===== src/rtl/dbg_pkg.sv =====
// dbg_pkg: shared debug mailbox function codes, message type and byte-merge helper
// Holds the default mailbox geometry, the codes the consumer decodes from word 0,
// and the byte-enable merge used on every mailbox write.
package dbg_pkg;
  localparam int DBG_NARGS = 8;
  localparam int DBG_DW = 32;
  localparam logic [31:0] DBG_EXIT = 32'd0;
  localparam logic [31:0] DBG_ASSERT_EQ = 32'd1;
  localparam logic [31:0] DBG_ASSERT_NE = 32'd2;
  localparam logic [31:0] DBG_PUTS4 = 32'd3;
  localparam logic [31:0] DBG_REGCHK = 32'h0001_0000;
  localparam logic [31:0] DBG_DUMP = 32'hFFFF_0000;
  localparam logic [31:0] REGCHK_IGNORE_GPSP = 32'h0001_0000;
  typedef logic [DBG_NARGS-1:0][DBG_DW-1:0] dbg_msg_t;
  typedef enum logic {S_IDLE, S_FULL} mbox_state_t;
  function automatic logic [DBG_DW-1:0] byte_merge(
    input logic [DBG_DW-1:0] old_w,
    input logic [DBG_DW-1:0] new_w,
    input logic [DBG_DW/8-1:0] be
  );
    logic [DBG_DW-1:0] m;
    m = old_w;
    for (int b = 0; b < DBG_DW/8; b++)
      if (be[b]) m[b*8 +: 8] = new_w[b*8 +: 8];
    return m;
  endfunction
endpackage


===== src/rtl/debug_mailbox.sv =====
// debug_mailbox: bus-mapped mailbox that snapshots argument words into a message on a word-0 write
// Ports: clk/reset (async, active-high); we/addr/be/wdata core write, rdata live read;
// stall holds a doorbell write while a message is pending; dbg_valid/dbg_ready/dbg_msg/dbg_seq
// present the pending message to the consumer.
module debug_mailbox
  import dbg_pkg::*;
#(
  parameter int NARGS = DBG_NARGS,
  parameter int DW = DBG_DW,
  parameter int SEQ_W = 16,
  localparam int AW = $clog2(NARGS)
) (
  input  logic                clk,
  input  logic                reset,
  input  logic                we,
  input  logic [AW-1:0]       addr,
  input  logic [DW/8-1:0]     be,
  input  logic [DW-1:0]       wdata,
  output logic [DW-1:0]       rdata,
  output logic                stall,
  output logic                dbg_valid,
  input  logic                dbg_ready,
  output logic [NARGS*DW-1:0] dbg_msg,
  output logic [SEQ_W-1:0]    dbg_seq
);
  logic [DW-1:0] r_live [NARGS];
  logic [NARGS-1:0][DW-1:0] r_shadow;
  logic [SEQ_W-1:0] r_seq;
  mbox_state_t r_state;
  logic [DW-1:0] w_merged;
  logic w_acc;
  logic w_bell;
  assign dbg_valid = (r_state == S_FULL);
  // A doorbell may only overwrite the shadow once the pending message retires this cycle.
  assign stall = we & (addr == '0) & dbg_valid & ~dbg_ready;
  assign w_acc = we & ~stall;
  assign w_bell = w_acc & (addr == '0);
  assign w_merged = byte_merge(r_live[addr], wdata, be);
  assign rdata = r_live[addr];
  assign dbg_msg = r_shadow;
  assign dbg_seq = r_seq;
  always_ff @(posedge clk or posedge reset) begin
    if (reset) begin
      for (int i = 0; i < NARGS; i++) r_live[i] <= '0;
      r_shadow <= '0;
      r_seq <= '0;
      r_state <= S_IDLE;
    end else begin
      if (w_acc) r_live[addr] <= w_merged;
      if (w_bell) begin
        // Word 0 takes the value being written this edge; the rest are pre-edge live words.
        for (int i = 1; i < NARGS; i++) r_shadow[i] <= r_live[i];
        r_shadow[0] <= w_merged;
        r_seq <= r_seq + 1'b1;
      end
      r_state <= w_bell ? S_FULL : (dbg_ready ? S_IDLE : r_state);
    end
  end
endmodule


===== config.mk =====
export PLATFORM = sky130hd
export DESIGN_NAME = debug_mailbox
export DESIGN_NICKNAME = d
export VERILOG_FILES = /design/src/rtl/dbg_pkg.sv /design/src/rtl/debug_mailbox.sv
export SDC_FILE = /design/constraint.sdc
export NUM_CORES = 1
export LEC_CHECK = 0
export ABC_CLOCK_PERIOD_IN_PS = 48200
export BUFFER_PORTS_ARGS = -buffer_cell sky130_fd_sc_hd__buf_4
export CAP_MARGIN = 15
export CORE_MARGIN = 5
export CORE_UTILIZATION = 61
export DETAILED_ROUTE_END_ITERATION = 16
export PLACE_DENSITY = 0.91
export SETUP_SLACK_MARGIN = 0.15
export SLEW_MARGIN = 10
export SYNTH_ARGS = -nofsm -noshare
export SYNTH_HDL_FRONTEND = slang
export SYNTH_SLANG_ARGS = --single-unit

===== constraint.sdc =====
create_clock -name clk -period 48.2 [get_ports clk]
set_clock_uncertainty 0.15 [all_clocks]
set_input_delay 2.41 -clock clk [delete_from_list [all_inputs] [get_ports clk]]
set_output_delay 2.41 -clock clk [all_outputs]
set_load 0.005 [all_outputs]

# Word-level counts from Yosys, hierarchy flattened
# Index checks and enable logic that the tools add are counted.
# W data, S select, Z words.
[word_totals]
register_bits = 529
latchBits = 0
ram_bits = 0
rom_bits = 0
in_bits = 43
output_inout_bits = 306
elab_cells = 44
mem_count = 0
[classes]
addsub = 1
mul = 0
n_div = 0
n_lt_le_gt_ge = 2
n_eq_ne = 0
shift = 0
mux = 12
bitwise_logic = 8
n_reduce_logical = 3
[op_table]
columns = ["op", "n"]
rows = [
  ["$bwmux W256", 1],
  ["$bmux W32 S3", 1],
  ["$demux W32 S3", 1],
  ["$mux W32", 3],
  ["$mux W8", 4],
  ["$add A16 B1 Y16 const B", 1],
  ["$and A1 B1 Y1", 5],
  ["$ge A4 B4 Y1 const B", 1],
  ["$lt A4 B1 Y1 const B", 1],
  ["$not A3 Y4", 1],
  ["$logic_not A3 Y1", 1],
  ["$mux W1", 2],
  ["$not A1 Y1", 2],
  ["$reduce_bool A2 Y1", 1],
  ["$logic_and A1 B1 Y1", 1],
]

# Logic depth before layout (Yosys ltp)
# Gate-level depths: netlist of the first run.
[logic_depth]
ltp_word = 8
ltp_mapped = 9
ltp_nobuf = 4

# Worst setup path before layout of the first run
# Ideal clock, no wire load.
[synth_path]
kind = "input to output"
start = "input addr[2]"
end = "output rdata[2]"
arrival_ns = 3.552
required_ns = 45.640
slack_ns = 42.088
path_stages = 6
n_path_buf = 3
cell_sequence = "buf_2 -> buf_6 -> buf_2 -> or2_2 -> o22ai_1 -> a21o_1"
[synth_via]
elab_chain_len = 4
[synth_rtl]
columns = ["item", "line", "source"]
rows = [
  ["start: declaration", "debug_mailbox.sv:16", "input logic [AW-1:0] addr,"],
  ["$not A3 Y4 (implied by the code)", "debug_mailbox.sv:39", "assign rdata = r_live[addr];"],
  ["$bmux W32 S3", "debug_mailbox.sv:39", ""],
  ["$mux W32 (implied by the code) (2 in series)", "debug_mailbox.sv:39", ""],
  ["end: declaration", "debug_mailbox.sv:19", "output logic [DW-1:0] rdata,"],
]
# Every way passes these cells. The select of a mux whose other input is x is not followed.

# Worst setup path after layout of the first run
[layout_path]
start = "input addr[0]"
end = "output rdata[31]"
# The elaborated chain is that of the path after synthesis.

==> out/qor.yml, run 1 <==
yosysWarnings: 0
synth_cells: 2287
post_cts_buffers: 0
grt_antenna_before_repair: 0
drtPass1Iterations: 6
clk_latency_ns: 0.60
num_vias: 18900
setup_viol: 0
synth_area_um2: 22700
track_usage: 0.338
syn_avg_cell_area_um2: 9.94
ctsResizeCount: 0
regArea_um2: 13200
seq_power_share: 0.459
period_needed_ns: 7.69
worstSetupStartpointType: "input pin"
maxSlewHeadroom: 0.215
p_comb_frac: 0.220
vdd_ir_drop_max_v: 0.0000328
synth_enable_flop_cells: 0
htreeDepth: 2
postCtsHoldBufs: 0
grt_max_degree: 219
grt.overflow.total: 0
clkTransAtPathRegs_ns: 0.06
worst-setup-path-type: "in -> out"
synthArstFlopShare: 1.00
outcome: "completed"
areaGrowthSynthToFinish_pct: 19.9
via_per_inst: 6.18
root_buffer: "clkbuf_16"
ant_nets: 0
tritoncts: "done"
grt_setup_unrepaired: "no"
post-place-ws_ns: 40.59
fillers: 2399
hold_viol: 0
synth-main-ff-cell: "dfrtp_1"
ys_seq_area_frac: 0.582
num_rows: 70
die_area_um2: 41200
multi_input_area_um2: 8710
fin_tns_setup_ns: 0
swShare: 0.304
wl_um: 70600
fmax_ghz: 0.130
power.density_nw_per_um2: 50.7
grt_pass1_wl_um: 109000
drc_errors: 0
finalMaxSlewViolations: 0
grt_pass1_vias: 18800
cp-end-kind: "output pin"
clockPowerShare: 0.322
fin_crit_sh: 0.160
synthesis.nets: 2331
timing.hold.ws_ns: 0.326
crit_required_ns: 45.64
layout.nets: 2585
hold_class: "reg -> reg"
p_sw_uw: 421
cts_sinks: 529
p_int_uw: 962
cts_buffers: 53
die_y_um: 203
synth_seq_cells: 529
worstPathMaxFanout: 61
drive_gt1_frac: 0.200
finalInstanceArea_um2: 27300
place.gp.congestion: 0.917
core-area_um2: 36700
fin_ws_ns: 40.51
drtIter0Drc: 2319
p_leak_nw: 13.8
yosysUniqueCellTypes: 57
place_hpwl_um: 45200
initial_utilization: 0.619
postPlaceCellArea_um2: 25400
critPathArrivalTime_ns: 5.13
io_buffers: 348
clockBufferDepth: 3
n_antenna_cell: 0
pin_count: 349
drv_cap: 0
die_w_um: 203
worst_slew_pin_slew_ns: 1.18
routedWlPerCell_um: 23.1
flip-flops by register name, summed over array words and instances, names as in the netlist:
name       count
dbg_valid      1
dbg_seq       16
r_live       256
dbg_msg      256
cell families (layout without fill, tap and decap cells):
group,after synthesis,after routing,synth area share
xor+xnor,15,15,0.00578
simple gates,1050,1050,0.185
fa+ha+maj,1,1,0.000550
mux,80,80,0.0456
buf+inv,184,482,0.0374
flops,529,529,0.582
compound gates,428,428,0.143
routing by layer:
metal	wire, µm	share of wire	GRT usage	vias up
met5	0	0	0	-
met4	3030	0.043	0.143	0
met3	7300	0.10	0.0698	191
met2	33300	0.47	0.539	1150
met1	26900	0.38	0.456	9289
li1	-	-	-	8231
metrics by stage:
stage,util,instances,power (mW)
after floorplan,-,2287,0.762
after global placement,0.691,2954,0.921
after detailed placement,0.691,2954,0.937
after CTS,0.743,3053,1.38
after global routing,0.743,3053,1.44
final,0.743,3053,1.38
power by group through the flow:
stage / registers, mW / logic [mW] / clock network (mW)
final: 0.634 / 0.304 / 0.445
after global placement: 0.632 / 0.289 / 0
after floorplan: 0.616 / 0.146 / 0
after detailed placement: 0.636 / 0.302 / 0
after CTS: 0.631 / 0.306 / 0.447
after global routing: 0.644 / 0.334 / 0.467
worst paths after layout:
kind | start | end | slack, ns | depth (start not counted)
hold reg to reg | dbg_msg[205]$_DFFE_PP0P_ | dbg_msg[205]$_DFFE_PP0P_ | 0.33 | 2
hold / removal | dbg_msg[205]$_DFFE_PP0P_ | dbg_msg[205]$_DFFE_PP0P_ | 0.33 | 2
max in group asynchronous | reset | r_live[175]$_DFFE_PP0P_ | 44.50 | 3
min in group asynchronous | reset | dbg_msg[158]$_DFFE_PP0P_ | 1.83 | 2
setup reg to reg | dbg_valid$_DFFE_PP0P_ | dbg_msg[1]$_DFFE_PP0P_ | 44.80 | 6
setup / recovery | addr[0] | rdata[31] | 40.51 | 6
worst max-delay path, cell delays in order:
cell	delay, ns
buf_6	0.43
buf_4	0.80
nor2_1	0.33
a32o_1	0.40
or3_1	0.47
buf_4	0.17
layout make-up:
type / count / area share
sequential: 529 / 0.486
multi-input combinational: 1574 / 0.319
timing repair buffer: 362 / 0.101
clock buffer: 80 / 0.0580
tap: 468 / 0.0215
clock inverter: 19 / 0.0113
inverter: 21 / 0.00317
cell usage after synthesis (11+ instances only):
library cell | number | area, µm²
a211oi_4 | 13 | 260
a21o_1 | 14 | 105
a21oi_1 | 17 | 85.1
a221o_1 | 13 | 130
a22o_1 | 11 | 96.3
buf_1 | 20 | 75.1
buf_2 | 44 | 220
clkbuf_1 | 81 | 304
dfrtp_1 | 529 | 13200
inv_1 | 19 | 71.3
mux2i_1 | 53 | 531
mux4_2 | 12 | 270
nand2_1 | 937 | 3520
nand2b_1 | 15 | 93.8
nor2_1 | 17 | 63.8
nor2b_1 | 30 | 188
o21ai_0 | 99 | 495
o21ai_1 | 47 | 235
o22ai_1 | 16 | 100
o31ai_1 | 153 | 1150
cell usage in the layout (no fill, tap or decap), drive strengths merged, types with 10 or more instances in the layout:
cell    netlist  final
nand2       937    937
dfrtp       529    529
buf          82    362
o31ai       154    154
o21ai       146    146
clkbuf       81     80
mux2i        59     59
nor2b        30     30
inv          20     21
a21oi        17     17
nor2         17     17
o22ai        16     16
nand2b       15     15
a21o         14     14
a211oi       14     14
a221o        13     13
mux4         12     12
a22o         11     11
o221ai       10     10
nand3        10     10
clkinv        1     10
Power figures use the tool's default switching activity.
==> run 2: changes to the inputs <==
--- a/config.mk
+++ b/config.mk
@@ -5,13 +5,14 @@
 export SDC_FILE = /design/constraint.sdc
 export NUM_CORES = 1
 export LEC_CHECK = 0
-export ABC_CLOCK_PERIOD_IN_PS = 48200
+export ABC_AREA = 1
+export ABC_CLOCK_PERIOD_IN_PS = 6400
 export BUFFER_PORTS_ARGS = -buffer_cell sky130_fd_sc_hd__buf_4
 export CAP_MARGIN = 15
 export CORE_MARGIN = 5
-export CORE_UTILIZATION = 61
+export CORE_UTILIZATION = 52
 export DETAILED_ROUTE_END_ITERATION = 16
-export PLACE_DENSITY = 0.91
+export PLACE_DENSITY = 0.83
 export SETUP_SLACK_MARGIN = 0.15
 export SLEW_MARGIN = 10
 export SYNTH_ARGS = -nofsm -noshare
==> constraint.sdc (replaced) <==
create_clock -name clk -period 6.4 [get_ports clk]
set_clock_uncertainty 0.15 [all_clocks]
set_input_delay 0.32 -clock clk [delete_from_list [all_inputs] [get_ports clk]]
set_output_delay 0.32 -clock clk [all_outputs]
set_load 0.005 [all_outputs]
==> run 2 against run 1 <==
  * Sequential power rose to 7.6 times the previous value
  * First-iteration DRC count up 27%
  * Global-route usage down 2.8 points
  * Combinational power rose to 7.7 times the previous value
  * Sequential cell count unchanged
  * Synthesized area up 4.9%
  * Sequential share of layout area down 1.7 points
  * Worst hold slack worse by 0.29 ns
  * Design area up 3.6%
  * Register-to-register slack worse by 42 ns
  * Highest routed layer unchanged
==> out/qor.yml, run 2 <==
post-place-ws_ns: 2.12  # -38.48 ns
grt_pass1_vias: 21000  # +12%
critPathArrivalTime_ns: 4.00  # -1.13 ns
cts_sinks: 529  # unchanged
areaGrowthSynthToFinish_pct: 18.4
rr_worst_depth: 9  # +3
worstPathMaxFanout: 133  # +120%
timing.rr.end: "dbg_msg[0]$_DFFE_PP0P_"
setup_viol: 0  # unchanged
ys_seq_area_frac: 0.555  # -0.0274
clk_latency_ns: 0.58  # -0.02 ns
worst-setup-path-type: "in -> reg"
ys_top_cells_by_count: "nand2_1, dfrtp_1, nand3_1"
fmax_ghz: 0.275
drive_gt1_frac: 0.162  # -0.0381
path_depth: 10  # +4
drtPass1Iterations: 9  # +3
yosysMostFrequentCell: "nand2_1"
critPathSlowestCell: "inv_4"
clockPowerShare: 0.309  # -0.013
num_vias: 22000  # +16%
track_usage: 0.309  # -0.0283
wl_um: 79400  # +12%
ant_nets: 0  # unchanged
p_leak_nw: 16.3  # +18%
synth_top_area_cell: "dfrtp_1"
rrSetupSlack_ns: 3.16  # -41.64 ns
hold_viol: 0  # unchanged
die_w_um: 224  # +10%
synth_area_um2: 23900  # +4.9%
synth_enable_flop_cells: 0  # unchanged
place_hpwl_um: 51700  # +14%
finalMaxSlewViolations: 0  # unchanged
final_cell_mix: "nand2_1, dfrtp_1, buf_4"
outcome: "completed"
routedWlPerCell_um: 20.1  # -13%
vdd_ir_drop_max_v: 0.000168  # +410%
crit_end: "dbg_msg[0]$_DFFE_PP0P_"
period_needed_ns: 3.64
postPlaceCellArea_um2: 26400  # +4.2%
worst_slew_pin_slew_ns: 1.03  # -0.147 ns
yosys-top-cells-area: "dfrtp_1, nand2_1, nand3_1"
crit_required_ns: 6.77  # -38.87 ns
io_buffers: 348  # unchanged
grt_antenna_before_repair: 2  # +2
htreeDepth: 2  # unchanged
utilization: 0.622  # -0.120
netlist.area_leader.share: 0.555  # -0.0274
worstSetupStartpointType: "input pin"
crit_family: "buffers and inverters"
synthArstFlopShare: 1.00  # unchanged
tritoncts: "done"
initial_utilization: 0.526  # -0.0938
final_common_cell: "nand2_1"
maxSlewHeadroom: 0.313  # +0.0975
drtIter0Drc: 2943  # +27%
crit_start: "addr[0]"
swShare: 0.317  # +0.0130
rr_startpoint: "dbg_valid$_DFFE_PP0P_"
yosysUniqueCellTypes: 26  # -54%
drv_cap: 0  # unchanged
via_per_inst: 5.57  # -9.8%
critPathBufInv: 5  # +2
clockBufferDepth: 3  # unchanged
core-area_um2: 45400  # +24%
place.gp.congestion: 0.976  # +6.4%
hold_class: "in -> reg"
fin_ws_ns: 2.76  # -37.75 ns
synth_seq_cells: 529  # unchanged
fillers: 3863  # +61%
p_comb_frac: 0.226  # +0.006
synth_cells: 3066  # +34%
p_sw_mw: 3.28  # +680%
cts_buffers: 52  # -1.9%
num_rows: 78  # +11%
post_cts_buffers: 0  # unchanged
cp-end-kind: "flip-flop"
grt_setup_unrepaired: "no"
die_y_um: 224  # +10%
critPathMaxStageDelay_ns: 0.63  # -0.17 ns
clkTransAtPathRegs_ns: 0.07  # about the same
grt.overflow.total: 0  # unchanged
syn_avg_cell_area_um2: 7.78  # -22%
layout.nets: 3346  # +29%
p_int_mw: 7.05  # +630%
synth-main-ff-cell: "dfrtp_1"
synthesis.nets: 3110  # +33%
finalInstanceArea_um2: 28200  # +3.6%
yosysWarnings: 0  # unchanged
power.density_nw_per_um2: 366  # +620%
fin_crit_sh: 0.569
root_buffer: "clkbuf_16"
grt_max_degree: 204  # -6.8%
die_area_um2: 50300  # +22%
critical_path.cell_chain: "buf_4 > inv_4 > nand2_1 > nor2_2 > nand2_8 > inv_8 > buf_16 > buf_4 > nand3_1 > nand2_1"
grt_pass1_wl_um: 123000  # +13%
pin_count: 349  # unchanged
seq_power_share: 0.465  # +0.006
drc_errors: 0  # unchanged
run 2: changes by cell type in the layout (fill, tap and decap cells not counted), moves of 15 or more:
cell / change
o31ai_1: -153
o22ai_1: -16
or2_2: +29
nand3_2: +31
o21ai_1: -47
mux2i_1: -53
nand2_1: +947
nand2b_1: -15
nor2b_1: -28
nand3_1: +277
o21ai_0: -91
a21oi_1: -17
run 2: power groups by stage:
stage,clock network [mW],registers (mW),logic [mW]
finish,3.19,4.80,2.34
detailed placement,0,4.81,2.31
CTS,3.20,4.77,2.34
global placement,0,4.81,2.25
global route,3.34,4.87,2.61
floorplan,0,4.65,1.13
run 2: how the worst min path moves through the flow:
stage	start	to	slack [ns]	cells after the start
finish	wdata[3]	r_live[3]$_DFFE_PP0P_	0.04	4
global route	wdata[3]	r_live[67]$_DFFE_PP0P_	0.06	4
CTS	wdata[3]	r_live[3]$_DFFE_PP0P_	0.02	4
detailed placement	reset	dbg_msg[250]$_DFFE_PP0P_	0.30	2
global placement	reset	dbg_msg[218]$_DFFE_PP0P_	0.30	2
floorplan	we	dbg_valid$_DFFE_PP0P_	0.30	2
run 2: what timing repair did:
action,in CTS,in global routing
gates resized for setup,0,0
hold buffers,2,0
endpoints found under the hold margin,23,0
run 2: area by class of cell:
class | count | area [µm²] | share of cell area
Inverter | 39 | 163 | 0.00576
Antenna cell | 2 | 5.00 | 0.000177
Clock inverter | 22 | 240 | 0.00851
Tap cell | 600 | 751 | 0.0266
Sequential cell | 529 | 13200 | 0.469
Timing Repair Buffer | 371 | 2840 | 0.100
Multi-Input combinational cell | 2309 | 9480 | 0.336
Clock buffer | 70 | 1530 | 0.0542
run 2: through the flow:
| step | hold slack, ns | instances | TNS (ns) | power (mW) |
|---|---|---|---|---|
| after global placement | 0.303 | 3845 | 0 | 7.06 |
| after CTS | 0.0160 | 3939 | 0 | 10.3 |
| after detailed placement | 0.300 | 3845 | 0 | 7.12 |
| after global routing | 0.0570 | 3942 | 0 | 10.8 |
| after floorplan | 0.298 | 3066 | -666.60 | 5.77 |
| final | 0.0394 | 3942 | 0 | 10.3 |
run 2: metal layers:
metal	part of all wire	GRT usage	vias to the layer above
li1	-	-	9962
met1	0.40	0.442	10300
met2	0.42	0.439	1441
met5	0	0	-
met4	0.047	0.131	0
met3	0.13	0.0985	215
run 2: cell families (layout without fill, tap and decap cells):
group,count (synthesis),in the layout,share of synthesized area
simple gates,2289,2289,0.391
flops,529,529,0.555
buf+inv,228,502,0.0480
xor+xnor,10,10,0.00367
compound gates,9,9,0.00205
fa+ha+maj,1,1,0.000524
other cells,0,2,0
run 2: worst register-to-register path: stages, from the launching register on:
cell and delay [ns]:
dfrtp_1 0.37, inv_1 0.05, nor2_1 0.33, inv_1 0.23, nand2_8 0.54, inv_8 0.45
buf_16 0.31, buf_4 0.48, nand3_1 0.15, nand2_1 0.07
